[src/rtl/div_32bit_pkg.sv]
// Shared constants and FSM state type for the 32-bit restoring divider.
package div_32bit_pkg;

  localparam int unsigned WIDTH     = 32;
  localparam int unsigned ITER_LAST = 31;
  localparam int unsigned CNT_W     = $clog2(ITER_LAST + 1);

  localparam logic [CNT_W-1:0] CNT_LAST = CNT_W'(ITER_LAST);

  typedef enum logic [1:0] {
    IDLE,
    RUN,
    DONE
  } state_e;

endpackage

[src/rtl/div_32bit_sub.sv]
// 33-bit trial subtractor: difference plus borrow out of the MSB.
module sub_33bit
  import div_32bit_pkg::*;
(
  input  logic [WIDTH:0] minuend,
  input  logic [WIDTH:0] subtrahend,
  output logic [WIDTH:0] diff,
  output logic           borrow
);

  logic [WIDTH+1:0] full;

  always_comb begin
    full   = {1'b0, minuend} - {1'b0, subtrahend};
    diff   = full[WIDTH:0];
    borrow = full[WIDTH+1];
  end

endmodule

[src/rtl/div_32bit.sv]
// Unsigned 32-bit restoring divider, one quotient bit per cycle, MSB first.
module div_32bit
  import div_32bit_pkg::*;
(
  input  logic        clk,
  input  logic        rst_n,
  input  logic        start,
  input  logic [31:0] a,
  input  logic [31:0] b,
  output logic        busy,
  output logic        done,
  output logic [31:0] quotient,
  output logic [31:0] remainder,
  output logic        div_by_zero
);

  state_e             state_q, state_d;
  logic [CNT_W-1:0]   cnt_q, cnt_d;
  logic [WIDTH-1:0]   dvd_q, dvd_d;
  logic [WIDTH-1:0]   dvs_q, dvs_d;
  logic [WIDTH-1:0]   rem_q, rem_d;
  logic [WIDTH-1:0]   quo_q, quo_d;
  logic [WIDTH-1:0]   remo_q, remo_d;
  logic               zdiv_q, zdiv_d;
  logic               dbz_q, dbz_d;
  logic               done_q, done_d;

  logic [WIDTH:0]     trial;
  logic [WIDTH:0]     diff;
  logic               borrow;
  logic               unused_diff_msb;

  // The full 33-bit shifted remainder is used so a remainder with bit 31
  // set still divides correctly against divisors near 2^32.
  assign trial = {rem_q, dvd_q[WIDTH-1]};

  sub_33bit u_sub (
    .minuend    (trial),
    .subtrahend ({1'b0, dvs_q}),
    .diff       (diff),
    .borrow     (borrow)
  );

  // A successful trial is always below the divisor, so this bit is zero then.
  assign unused_diff_msb = diff[WIDTH];

  always_comb begin
    state_d = state_q;
    cnt_d   = cnt_q;
    dvd_d   = dvd_q;
    dvs_d   = dvs_q;
    rem_d   = rem_q;
    quo_d   = quo_q;
    remo_d  = remo_q;
    zdiv_d  = zdiv_q;
    dbz_d   = dbz_q;
    done_d  = 1'b0;

    case (state_q)
      IDLE: begin
        if (start) begin
          dvd_d   = a;
          dvs_d   = b;
          rem_d   = '0;
          cnt_d   = '0;
          zdiv_d  = (b == '0);
          state_d = (b == '0) ? DONE : RUN;
        end
      end
      RUN: begin
        cnt_d = cnt_q + 1'b1;
        rem_d = borrow ? trial[WIDTH-1:0] : diff[WIDTH-1:0];
        // Quotient bits shift into the dividend register as it empties.
        dvd_d = {dvd_q[WIDTH-2:0], ~borrow};
        if (cnt_q == CNT_LAST) begin
          state_d = DONE;
        end
      end
      DONE: begin
        done_d  = 1'b1;
        quo_d   = zdiv_q ? '1 : dvd_q;
        remo_d  = zdiv_q ? dvd_q : rem_q;
        dbz_d   = zdiv_q;
        state_d = IDLE;
      end
      default: state_d = IDLE;
    endcase
  end

  always_ff @(posedge clk) begin
    if (!rst_n) begin
      state_q <= IDLE;
      cnt_q   <= '0;
      dvd_q   <= '0;
      dvs_q   <= '0;
      rem_q   <= '0;
      quo_q   <= '0;
      remo_q  <= '0;
      zdiv_q  <= 1'b0;
      dbz_q   <= 1'b0;
      done_q  <= 1'b0;
    end else begin
      state_q <= state_d;
      cnt_q   <= cnt_d;
      dvd_q   <= dvd_d;
      dvs_q   <= dvs_d;
      rem_q   <= rem_d;
      quo_q   <= quo_d;
      remo_q  <= remo_d;
      zdiv_q  <= zdiv_d;
      dbz_q   <= dbz_d;
      done_q  <= done_d;
    end
  end

  assign busy        = (state_q != IDLE);
  assign done        = done_q;
  assign quotient    = quo_q;
  assign remainder   = remo_q;
  assign div_by_zero = dbz_q;

endmodule

[config.mk]
export PLATFORM = sky130hd
export DESIGN_NAME = div_32bit
export DESIGN_NICKNAME = d
export VERILOG_FILES = /design/src/rtl/div_32bit_pkg.sv /design/src/rtl/div_32bit_sub.sv /design/src/rtl/div_32bit.sv
export SDC_FILE = /design/constraint.sdc
export NUM_CORES = 1
export LEC_CHECK = 0
export CAP_MARGIN = 25
export CORE_MARGIN = 2
export CORE_UTILIZATION = 55
export CTS_CLUSTER_DIAMETER = 200
export DETAILED_ROUTE_END_ITERATION = 8
export PLACE_DENSITY = 0.81
export SYNTH_ARGS = -nofsm -noshare
export SYNTH_HDL_FRONTEND = slang
export SYNTH_SLANG_ARGS = --single-unit
[constraint.sdc]
create_clock -name clk -period 3.9 [get_ports clk]
set_clock_uncertainty 0.15 [all_clocks]
set_input_delay 0.585 -clock clk [delete_from_list [all_inputs] [get_ports clk]]
set_output_delay 0.585 -clock clk [all_outputs]
set_load 0.1 [all_outputs]
==> key figures <==
Synthesis
  • Flip-flop cell with the highest count after synthesis: dfxtp_1
  • Synth Area per Inst: 8.29 um2
  • Post-synth top area share: 37.0%
  • Synth cell types: 73
  • Post-synthesis cell count: 1111
  • Flops & latches, synth: 170
  • Cell taking the most area after synthesis: dfxtp_1
  • Biggest area contributors in the synthesized netlist: dfxtp_1 37%, nand2_1 5.7%, a21oi_1 5.2%
  • Synthesis Warnings: 0
  • Portion of the post-synthesis area used by sequential elements: 37.0%
  • Count of flip-flops with a built-in enable after synthesis: 0
  • Async set-reset flop share out of synthesis: 0%
  • Synthesized Nets: 1213
  • Area of the mapped netlist: 9210 um2

Critical path
  • Worst Path Buf+Inv: 2
  • Most prevalent standard cell on the critical path: inv_1
  • Critical Path Slowest Stage Cell: or3b_4
  • Worst setup EP type: flip-flop
  • Maximum net fanout on the critical path: 5
  • Cell chain of the critical path: inv_1, ha_1, inv_1, fa_1, a21oi_1, o221ai_2, o311ai_4, a21oi_2, or3b_4, a31oi_4, xnor2_1, a221o_1
  • CP arrival: 3.48 ns
  • Worst r2r dst: rem_q[26]$_SDFFE_PN0P_
  • FF-to-FF setup slack: 0.59 ns
  • Delay of the slowest cell on the worst path: 0.44 ns
  • Launching point of the worst reg2reg path: dvd_q[31]$_SDFFE_PN0P_
  • Cell family with the largest share of critical-path delay: compound AO/OA/AOI/OAI gates
  • Worst endpoint required time: 4.07 ns
  • Number of cells on the worst reg-to-reg path: 12
  • Setup CP Type: flip-flop to flip-flop
  • CP startpoint kind: flip-flop

Drt
  • Total via count after detailed routing: 8476
  • Average wire length per cell after detail routing: 17.2 um
  • Number of nets with antenna violations after routing: 0
  • Wire length reported by the detailed router: 24500 um
  • Drt pass-1 iters: 5
  • Count of unresolved DRC violations after routing: 0
  • Drt first-iter violations: 550
  • Vias per Instance: 5.96

Cells and area
  • Share of post-route cells with drive strength above 1: 8.74%
  • Antenna Cells: 0
  • Finished Core Util: 68.2%
  • Synth-to-Final Area Change: 22.0%
  • FILL cells: 1394
  • Final std cells w/o fill: 1422
  • Net count, final: 1291

GRT
  • Overflow left after global routing: 0
  • GRT Overall Usage: 27.3%
  • Largest net degree at the start of global routing: 117
  • Number of antenna violations at the first check in global routing: 0
  • Wire length of the first global-routing pass: 39000 um
  • Number of global-route vias before repair: 7442

Clock tree
  • Deepest clock path buffer count: 2
  • Cts bufs inserted: 17
  • Total clock sinks: 170
  • Worst skew pair latency: 0.44 ns
  • # resized after CTS: 0
  • Post-CTS setup-driven buffer insertion count: 0
  • Clock slew at reported path FFs: 0.06 ns
  • Clock tree from TritonCTS: built
  • Clk root buf: clkbuf_16
  • Max H-tree Level: 4
  • Number of buffers inserted for hold repair after clock tree synthesis: 0

STA
  • Worst setup slack after layout: 0.589 ns
  • Final total negative setup slack: 0 ns
  • Hold Fails Final Rpt: 0
  • Max-slew violations: 0
  • Final min period: 3.31 ns
  • Rel. slew slack: 28.9%
  • Slew at the pin with the worst max-slew slack: 1.06 ns
  • Final worst path period share: 84.9%
  • Setup repair after global routing missed its margin: false
  • Post-route worst hold slack: 0.305 ns
  • Max Clock Freq: 302 MHz
  • Number of failing setup endpoints in the final timing report: 0

Floorplan
  • Initial core utilization: 55.9%
  • Die boundary width: 133 um
  • Std cell rows: 47
  • DIE AREA: 17800 um2
  • Y dimension of the die: 133 um
  • Core Region: 16500 um2
  • Top-level I/O count: 134

Min path
  • Worst Hold Launch: dvs_q[14]$_SDFFE_PN0P_
  • Min-Delay Endpoint: dvs_q[14]$_SDFFE_PN0P_
  • Hold depth: 2
  • Path type of the worst min-delay path: flip-flop to flip-flop

Flow run
  • Max-capacitance violation count: 0

Place
  • Pre-CTS WS: 0.638 ns
  • Half-perimeter wire length after placement: 17200 um
  • Final weighted congestion of routability-driven global placement: 0.903
  • Number of cells after detailed placement: 1389
  • Count of buffers from port buffering: 133

Run status
  • Status: completed

Power and ir drop
  • Static power due to leakage: 0.00466 uW
  • Worst VDD drop: 0.000622 V
  • Cell area power density: 748 nW/um2
[area by class of cell]
type | instances | area [um2] | share of cell area (%)
clock inverters | 14 | 159 | 1.41
multi-input cells | 807 | 5310 | 47.2
well taps | 220 | 275 | 2.45
clock buffers | 18 | 439 | 3.91
inverters | 44 | 165 | 1.47
repair buffers | 149 | 1480 | 13.2
flip-flops and latches | 170 | 3410 | 30.3
[through the flow]
step	total power, uW	area [um2]
global placement	6540	10600
floorplan	5610	9210
detailed placement	6600	10600
global route	8890	11200
CTS	8340	11200
finish	8410	11200
[sequential cells by signal, summed over array words and instances (netlist names)]
| signal | flops |
|---|---|
| remainder | 32 |
| dvs_q | 32 |
| div_by_zero | 1 |
| quotient | 32 |
| state_q | 2 |
| cnt_q | 5 |
| zdiv_q | 1 |
| dvd_q | 32 |
| done | 1 |
| rem_q | 32 |
[kinds of logic (layout without fill, tap and decap cells)]
group,after synthesis,count (layout),share of synthesized area (%)
flip-flops,170,170,37.0
AO/OA/AOI/OAI,296,296,24.4
XOR/XNOR,26,26,2.47
AND/OR/NAND/NOR,412,412,21.6
buffers and inverters,134,225,5.59
adder cells (fa/ha/maj),35,35,4.84
multiplexers,38,38,4.13
[cell usage in the layout (no fill, tap or decap), types with 5 or more instances in the layout]
master	count
xnor2_1	12
nor4_1	10
nor3b_1	33
nor2_1	87
o221a_2	31
ha_1	34
nand4_1	8
clkbuf_16	17
a21oi_1	95
nor2b_1	38
inv_1	43
clkdlybuf4s50_1	131
buf_4	15
a21o_1	10
a32oi_1	14
dfxtp_1	168
and3_1	5
a21boi_0	17
xor2_1	14
nor3_1	40
mux2i_1	38
o21ai_0	29
nand2_1	141
nand3_1	26
a31oi_1	5
a221o_1	7
o211a_1	37
inv_6	5
[worst register-to-register path, delay by kind of cell (launching register included)]
family | cells | cell delay [ns]
xor+xnor | 1 | 0.08
fa+ha+maj | 2 | 0.58
buf+inv | 2 | 0.15
compound gates | 6 | 1.46
simple gates | 1 | 0.44
flops | 1 | 0.34
[synthesized netlist by cell type (all sizes together), types with 3 or more instances]
master and instances:
or2 3, or3b 3, clkbuf 79, o21a 4, o21ai 33, a21boi 18
o21bai 3, and2 4, o31a 3, a21o 10, o211ai 3, nand2b 4
xnor2 12, nor4 10, a31oi 6, a221o 7, o211a 37, nand4 8
inv 44, o2bb2ai 3, mux2i 38, a21oi 97, nor2 88, ha 34
nand2 141, nor3 40, buf 11, nor2b 40, nor3b 34, o221ai 4
dfxtp 170, a32oi 14, nand3 26, o221a 31, xor2 14, and3 5
[power breakdown]
part / internal (uW) / switching, uW
Clock: 974 / 751
Sequential: 1940 / 276
Combinational: 1790 / 2670
Total: 4700 / 3700
[worst max path at each step]
| stage | endpoint | depth (start not counted) | startpoint |
|---|---|---|---|
| finish | rem_q[26]$_SDFFE_PN0P_ | 12 | dvd_q[31]$_SDFFE_PN0P_ |
| global route | rem_q[22]$_SDFFE_PN0P_ | 12 | dvd_q[31]$_SDFFE_PN0P_ |
| CTS | rem_q[26]$_SDFFE_PN0P_ | 12 | dvd_q[31]$_SDFFE_PN0P_ |
| detailed placement | rem_q[26]$_SDFFE_PN0P_ | 12 | dvd_q[31]$_SDFFE_PN0P_ |
| global placement | rem_q[26]$_SDFFE_PN0P_ | 12 | dvd_q[31]$_SDFFE_PN0P_ |
| floorplan | rem_q[26]$_SDFFE_PN0P_ | 12 | dvd_q[31]$_SDFFE_PN0P_ |
[metal layers]
metal  part of all wire (%)  global-route usage, %  vias to the layer above  routed length [um]
met2                     45                   42.3                      307               11000
met4                    1.4                   7.86                        0                 348
met1                     47                   39.8                     3999               11500
met5                      0                      0                        -                   0
met3                    6.8                   3.69                       33                1670
li1                       -                      -                     4137                   -
(Power assumes the default switching activity.)
